<file path="src/rtl/route_pkg.sv">
// Shared constants and state encoding for the RouteData sequencer.
package route_pkg;

  localparam int N_ENT_DEF   = 10;
  localparam int ADDR_W_DEF  = 4;
  localparam int LUT_LAT_DEF = 2;
  localparam int SRAM_LAT    = 1;
  localparam int CNT_W       = 4;

  typedef enum logic [3:0] {
    ST_IDLE     = 4'd0,
    ST_WAIT_M1  = 4'd1,
    ST_LOAD     = 4'd2,
    ST_READ     = 4'd3,
    ST_WAIT_LUT = 4'd4,
    ST_WRITE    = 4'd5,
    ST_STREAM   = 4'd6,
    ST_DRAIN    = 4'd7,
    ST_DONE     = 4'd8
  } state_t;

endpackage

</file>
<file path="src/rtl/route_lat_cnt.sv">
// Loadable down-counter that times the LUT latency window; zero flags the last wait cycle.
module route_lat_cnt
  import route_pkg::*;
#(
  parameter int W = CNT_W
) (
  input  logic         clk,
  input  logic         rst,
  input  logic         load,
  input  logic         dec,
  input  logic [W-1:0] load_val,
  output logic         zero
);

  logic [W-1:0] cnt_q;
  logic [W-1:0] cnt_d;

  // Next count: load wins over decrement; saturates at zero.
  always_comb begin
    cnt_d = cnt_q;
    if (load) begin
      cnt_d = load_val;
    end else if (dec && (cnt_q != {W{1'b0}})) begin
      cnt_d = cnt_q - {{(W-1){1'b0}}, 1'b1};
    end else begin
      cnt_d = cnt_q;
    end
  end

  // Count register.
  always_ff @(posedge clk) begin
    if (rst) begin
      cnt_q <= {W{1'b0}};
    end else begin
      cnt_q <= cnt_d;
    end
  end

  assign zero = (cnt_q == {W{1'b0}});

endmodule

</file>
<file path="src/rtl/route_data_seq.sv">
// Sequencer driving RouteData for one M1/sigmoid layer pass or a GSRAM stream pass.
// Outputs are registered from the next-state decode, so they track the state register exactly.
module route_data_seq
  import route_pkg::*;
#(
  parameter int N_ENT   = N_ENT_DEF,
  parameter int ADDR_W  = ADDR_W_DEF,
  parameter int LUT_LAT = LUT_LAT_DEF
) (
  input  logic              clk,
  input  logic              rst,
  input  logic              start,
  input  logic              src_sel,
  input  logic              m1_valid,
  output logic              reg_load_en,
  output logic              reg_load_sel,
  output logic [ADDR_W-1:0] addr,
  output logic              data_out_sel,
  output logic              sram_rd_en,
  output logic              lut_in_valid,
  output logic              busy,
  output logic              done
);

  localparam logic [ADDR_W-1:0] LAST_IDX = ADDR_W'(N_ENT - 1);
  localparam logic [CNT_W-1:0]  LAT_LOAD = CNT_W'(LUT_LAT - 1);

  state_t            state_q, state_d;
  logic [ADDR_W-1:0] idx_q, idx_d;
  logic              cnt_load_s, cnt_dec_s, cnt_zero_s;

  logic              reg_load_en_q, reg_load_en_d;
  logic              reg_load_sel_q, reg_load_sel_d;
  logic [ADDR_W-1:0] addr_q, addr_d;
  logic              data_out_sel_q, data_out_sel_d;
  logic              sram_rd_en_q, sram_rd_en_d;
  logic              lut_in_valid_q, lut_in_valid_d;
  logic              busy_q, busy_d;
  logic              done_q, done_d;

  route_lat_cnt #(.W(CNT_W)) u_lat_cnt (
    .clk      (clk),
    .rst      (rst),
    .load     (cnt_load_s),
    .dec      (cnt_dec_s),
    .load_val (LAT_LOAD),
    .zero     (cnt_zero_s)
  );

  // Next-state, index and latency-counter control.
  always_comb begin
    state_d    = state_q;
    idx_d      = idx_q;
    cnt_load_s = 1'b0;
    cnt_dec_s  = 1'b0;
    case (state_q)
      ST_IDLE: begin
        if (start) begin
          idx_d   = {ADDR_W{1'b0}};
          state_d = src_sel ? ST_STREAM : ST_WAIT_M1;
        end else begin
          state_d = ST_IDLE;
        end
      end
      ST_WAIT_M1: begin
        if (m1_valid) begin
          state_d = ST_LOAD;
        end else begin
          state_d = ST_WAIT_M1;
        end
      end
      ST_LOAD: state_d = ST_READ;
      ST_READ: begin
        state_d    = ST_WAIT_LUT;
        cnt_load_s = 1'b1;
      end
      ST_WAIT_LUT: begin
        if (cnt_zero_s) begin
          state_d = ST_WRITE;
        end else begin
          cnt_dec_s = 1'b1;
        end
      end
      ST_WRITE: begin
        if (idx_q == LAST_IDX) begin
          state_d = ST_DONE;
        end else begin
          idx_d   = idx_q + ADDR_W'(1);
          state_d = ST_READ;
        end
      end
      // idx stops on the last entry so it never wraps.
      ST_STREAM: begin
        if (idx_q == LAST_IDX) begin
          state_d = ST_DRAIN;
        end else begin
          idx_d = idx_q + ADDR_W'(1);
        end
      end
      ST_DRAIN: state_d = ST_DONE;
      ST_DONE:  state_d = ST_IDLE;
      default: begin
        state_d = ST_IDLE;
        idx_d   = {ADDR_W{1'b0}};
      end
    endcase
  end

  // Output decode of the upcoming state; first WAIT_LUT / later STREAM cycles use the current state.
  always_comb begin
    reg_load_en_d  = 1'b0;
    reg_load_sel_d = 1'b0;
    addr_d         = {ADDR_W{1'b0}};
    data_out_sel_d = 1'b0;
    sram_rd_en_d   = 1'b0;
    lut_in_valid_d = 1'b0;
    done_d         = 1'b0;
    busy_d         = (state_d != ST_IDLE);
    case (state_d)
      ST_LOAD: reg_load_en_d = 1'b1;
      ST_READ: addr_d = idx_d;
      ST_WAIT_LUT: begin
        addr_d         = idx_d;
        lut_in_valid_d = (state_q == ST_READ);
      end
      ST_WRITE: begin
        reg_load_en_d  = 1'b1;
        reg_load_sel_d = 1'b1;
        addr_d         = idx_d;
      end
      ST_STREAM: begin
        sram_rd_en_d   = 1'b1;
        data_out_sel_d = 1'b1;
        addr_d         = idx_d;
        lut_in_valid_d = (state_q == ST_STREAM);
      end
      ST_DRAIN: begin
        data_out_sel_d = 1'b1;
        lut_in_valid_d = 1'b1;
      end
      ST_DONE: done_d = 1'b1;
      default: addr_d = {ADDR_W{1'b0}};
    endcase
  end

  // State, index and output registers.
  always_ff @(posedge clk) begin
    if (rst) begin
      state_q        <= ST_IDLE;
      idx_q          <= {ADDR_W{1'b0}};
      reg_load_en_q  <= 1'b0;
      reg_load_sel_q <= 1'b0;
      addr_q         <= {ADDR_W{1'b0}};
      data_out_sel_q <= 1'b0;
      sram_rd_en_q   <= 1'b0;
      lut_in_valid_q <= 1'b0;
      busy_q         <= 1'b0;
      done_q         <= 1'b0;
    end else begin
      state_q        <= state_d;
      idx_q          <= idx_d;
      reg_load_en_q  <= reg_load_en_d;
      reg_load_sel_q <= reg_load_sel_d;
      addr_q         <= addr_d;
      data_out_sel_q <= data_out_sel_d;
      sram_rd_en_q   <= sram_rd_en_d;
      lut_in_valid_q <= lut_in_valid_d;
      busy_q         <= busy_d;
      done_q         <= done_d;
    end
  end

  assign reg_load_en  = reg_load_en_q;
  assign reg_load_sel = reg_load_sel_q;
  assign addr         = addr_q;
  assign data_out_sel = data_out_sel_q;
  assign sram_rd_en   = sram_rd_en_q;
  assign lut_in_valid = lut_in_valid_q;
  assign busy         = busy_q;
  assign done         = done_q;

endmodule

</file>
<file path="config.mk">
export PLATFORM = sky130hd
export DESIGN_NAME = route_data_seq
export DESIGN_NICKNAME = d
export VERILOG_FILES = /design/src/rtl/route_pkg.sv /design/src/rtl/route_lat_cnt.sv /design/src/rtl/route_data_seq.sv
export SDC_FILE = /design/constraint.sdc
export NUM_CORES = 1
export LEC_CHECK = 0
export BUFFER_PORTS_ARGS = -buffer_cell sky130_fd_sc_hd__buf_2
export CORE_ASPECT_RATIO = 1.5
export CORE_MARGIN = 1
export CORE_UTILIZATION = 40
export CTS_BUF_LIST = sky130_fd_sc_hd__clkbuf_4 sky130_fd_sc_hd__clkbuf_8
export DETAILED_ROUTE_END_ITERATION = 10
export PLACE_DENSITY = 0.68
export SYNTH_ARGS = -nofsm -noshare
export SYNTH_HDL_FRONTEND = slang
export SYNTH_SLANG_ARGS = --single-unit
</file>
<file path="constraint.sdc">
create_clock -name clk -period 2.7 [get_ports clk]
set_clock_uncertainty 0.15 [all_clocks]
set_input_delay 0.405 -clock clk [delete_from_list [all_inputs] [get_ports clk]]
set_output_delay 0.405 -clock clk [all_outputs]
set_load 0.01 [all_outputs]
</file>
==> results.md <==
* Final net count at 152
* Layout fillers at 304
* Area after DPL at 0.00123 mm²
* Cell count after placement at 176
* Drt first-iter violations at 26
* Number of global-route vias before repair at 955
* Routed via count at 1011
* Outcome: completed
* Metal3 WL at 63 µm
* Area Overhead vs Synth at 11.2%
* Avg Cell Area, Syn at 8.69 µm²
* Slew Viols, Final at 0
* # rows at 23
* Setup Total Neg Slack at 0 ns
* H-tree depth at 1
* Top cell type's share of synthesized area at 40.1%
* Sequential element share of the synthesized area at 40.1%
* WL final at 2.45 mm
* Initial DRT Pass Iterations at 4
* Max clock buf depth at 2
* FFs w/ async S/R, synth at 0%
* Starting Density at 42.4%
* HPWL Detailed at 1.81 mm
* Largest net degree at the start of global routing at 22
* CP Class: reg2reg
* Slew @ Worst Pin at 0.704 ns
* Ys Warns at 0
* Util after Layout at 47.2%
* Reg clk slew, reported paths at 0.08 ns
* Port Buffers at 15
* CP max FO at 7
* Routed Antenna Nets at 0
* CTS tree: yes
* Via-per-instance ratio at 5.62
* Top-Level Pins at 16
* Period utilisation layout at 81.4%
* First-pass GRT wire length at 4.05 mm
* # setup viols final at 0
* Fin cells at 180
* Final routed DRC violation total at 0
* Fmax at 455 MHz
* Area taken by flip-flops and latches at 460 µm²
* Hold Vio Cnt, Final at 0
* Top_reg_cell synth: dfxtp_1
* EDFF count, synth at 0
* Number of distinct library cells after synthesis at 41
* CTS Sinks at 23
* # diodes at 0
* Die width at 45.7 µm
* Element type at the critical path start: flop
* Area contributors post-synth: dfxtp_1 40%, nor2_1 4.3%, nor4_1 3.8%, nor3_1 3.5%, ha_1 3.3%
* Cell taking the most area after synthesis: dfxtp_1
* Post-CTS Hold Buffers at 0
* CP endpoint kind: flop
* PnR Total Power at 1.03 mW
* PwrDens at 804 mW/mm²
* Worst skew pair latency at 0.27 ns
* LEAKAGE at 0.481 nW
* Hold WC Path Type: in2reg
* DR top layer: met4
* Die H at 67.6 µm
* Area of the multi-input gates at 619 µm²
* Root Buffer: clkbuf_8
* Met2 wire length at 1.27 mm
* RSZ-0062 raised after global routing: false
* Synthesized instance count at 132
* Share of layout cells above drive strength 1 at 18.9%
* GPL Wtd Cong at 0.815
* Finished Cell Area at 0.00128 mm²
* Setup Fix Bufs, Post-CTS at 0
* Post-CTS Resized at 0
* Total gr overflow at 0
* CTS Buf Count at 3
* Crit path time final at 2.20 ns
* Die area at 0.00309 mm²
* Initial antenna violation count at 0
* Net Count, Synth at 140
* Drt wl/cell at 13.6 µm
* VDD IR max at 0.606 mV
* Crit path required time at 2.74 ns
* MaxCap Viol Count at 0
* Core ar. at 0.00271 mm²
* Syn Std Cell Area at 0.00115 mm²
* Max-slew headroom at 52.6%
* Wl on met1 at 1.01 mm
* Yosys reg bits at 23
* Worst path arrival time at 2.24 ns
* Total track usage at 18.2%
## placed cells by master (no fill, tap or decap), types with 2 or more instances in the layout
cell | netlist | routed
buf_2 | 6 | 15
inv_1 | 5 | 5
o21ai_0 | 6 | 6
ha_1 | 3 | 3
nor4_1 | 7 | 7
a21oi_2 | 2 | 2
nand4_1 | 2 | 2
a31oi_1 | 3 | 3
a211oi_1 | 2 | 2
nand3b_1 | 3 | 3
nor3_1 | 8 | 8
nand2_1 | 5 | 5
nand3_1 | 2 | 2
dfxtp_1 | 23 | 23
nor3b_1 | 4 | 4
nor4_2 | 2 | 2
nand2b_1 | 5 | 5
nor2b_1 | 2 | 2
o31ai_1 | 3 | 3
xor2_1 | 2 | 2
a21oi_1 | 3 | 3
nor2_1 | 13 | 13
o31a_1 | 2 | 2
clkbuf_8 | 0 | 3
## logic make-up after synthesis
| kind of cell | synth area share, % |
|---|---|
| mux | 0.981 |
| buf+inv | 5.89 |
| fa+ha+maj | 3.27 |
| simple gates | 30.4 |
| compound gates | 17.0 |
| flops | 40.1 |
| xor+xnor | 2.29 |
## cell usage after synthesis, types with 4 or more instances
cell type	n
nor3_1	8
dfxtp_1	23
nor2_1	13
nor4_1	7
nand2b_1	5
nor3b_1	4
o21ai_0	6
buf_2	6
nand2_1	5
inv_1	5
## final timing paths
check                           cells past startpoint                from            endpoint  slack, ns
worst min register to register                      2  u_lat_cnt.cnt_q[1]  u_lat_cnt.cnt_q[1]       0.38
worst min-delay path                                2                 rst  u_lat_cnt.cnt_q[0]       0.28
worst max register to register                      7            idx_q[1]             addr[3]       0.50
worst max-delay path                                7            idx_q[1]             addr[3]       0.50
## registers in the layout, summed over array words and instances (netlist names)
name / cells
sram_rd_en: 1
reg_load_sel: 1
done: 1
reg_load_en: 1
lut_in_valid: 1
u_lat_cnt.cnt_q: 4
state_q: 4
data_out_sel: 1
addr: 4
busy: 1
idx_q: 4
## worst max-delay path, stage by stage (launching register included)
cell and delay (ns):
dfxtp_1 0.39, inv_1 0.09, ha_1 0.20, and3b_1 0.26
a2111o_1 0.49, a21oi_2 0.19, a21oi_2 0.11, nor4_2 0.24
## metal layers
| layer | GRT usage [%] | vias up |
|---|---|---|
| met4 | 12.1 | 0 |
| met1 | 19.1 | 475 |
| li1 | - | 503 |
| met2 | 32.3 | 24 |
| met5 | 0 | - |
| met3 | 2.41 | 9 |
## final cells by class
class                           instances  share of cell area [%]
Timing Repair Buffer                   16                    6.47
Clock inverter                          1                   0.588
Clock buffer                            3                    3.24
Multi-Input combinational cell         95                    48.5
Sequential cell                        23                    36.1
Inverter                                5                    1.47
Tap cell                               37                    3.63
## where the power goes
group / switching, mW / internal [mW] / total, mW / leakage [nW]
registers: 0.0815 / 0.387 / 0.469 / 0.187
logic: 0.196 / 0.141 / 0.337 / 0.272
clock network: 0.116 / 0.105 / 0.221 / 0.0217
## stage by stage
stage / setup WS, ns / hold WS, ns
after floorplan: 0.712 / 0.330
after global placement: 0.607 / 0.354
after detailed placement: 0.557 / 0.376
final: 0.503 / 0.284
after global routing: 0.251 / 0.298
after CTS: 0.530 / 0.280
No activity file was read; power rests on OpenSTA's default activity.
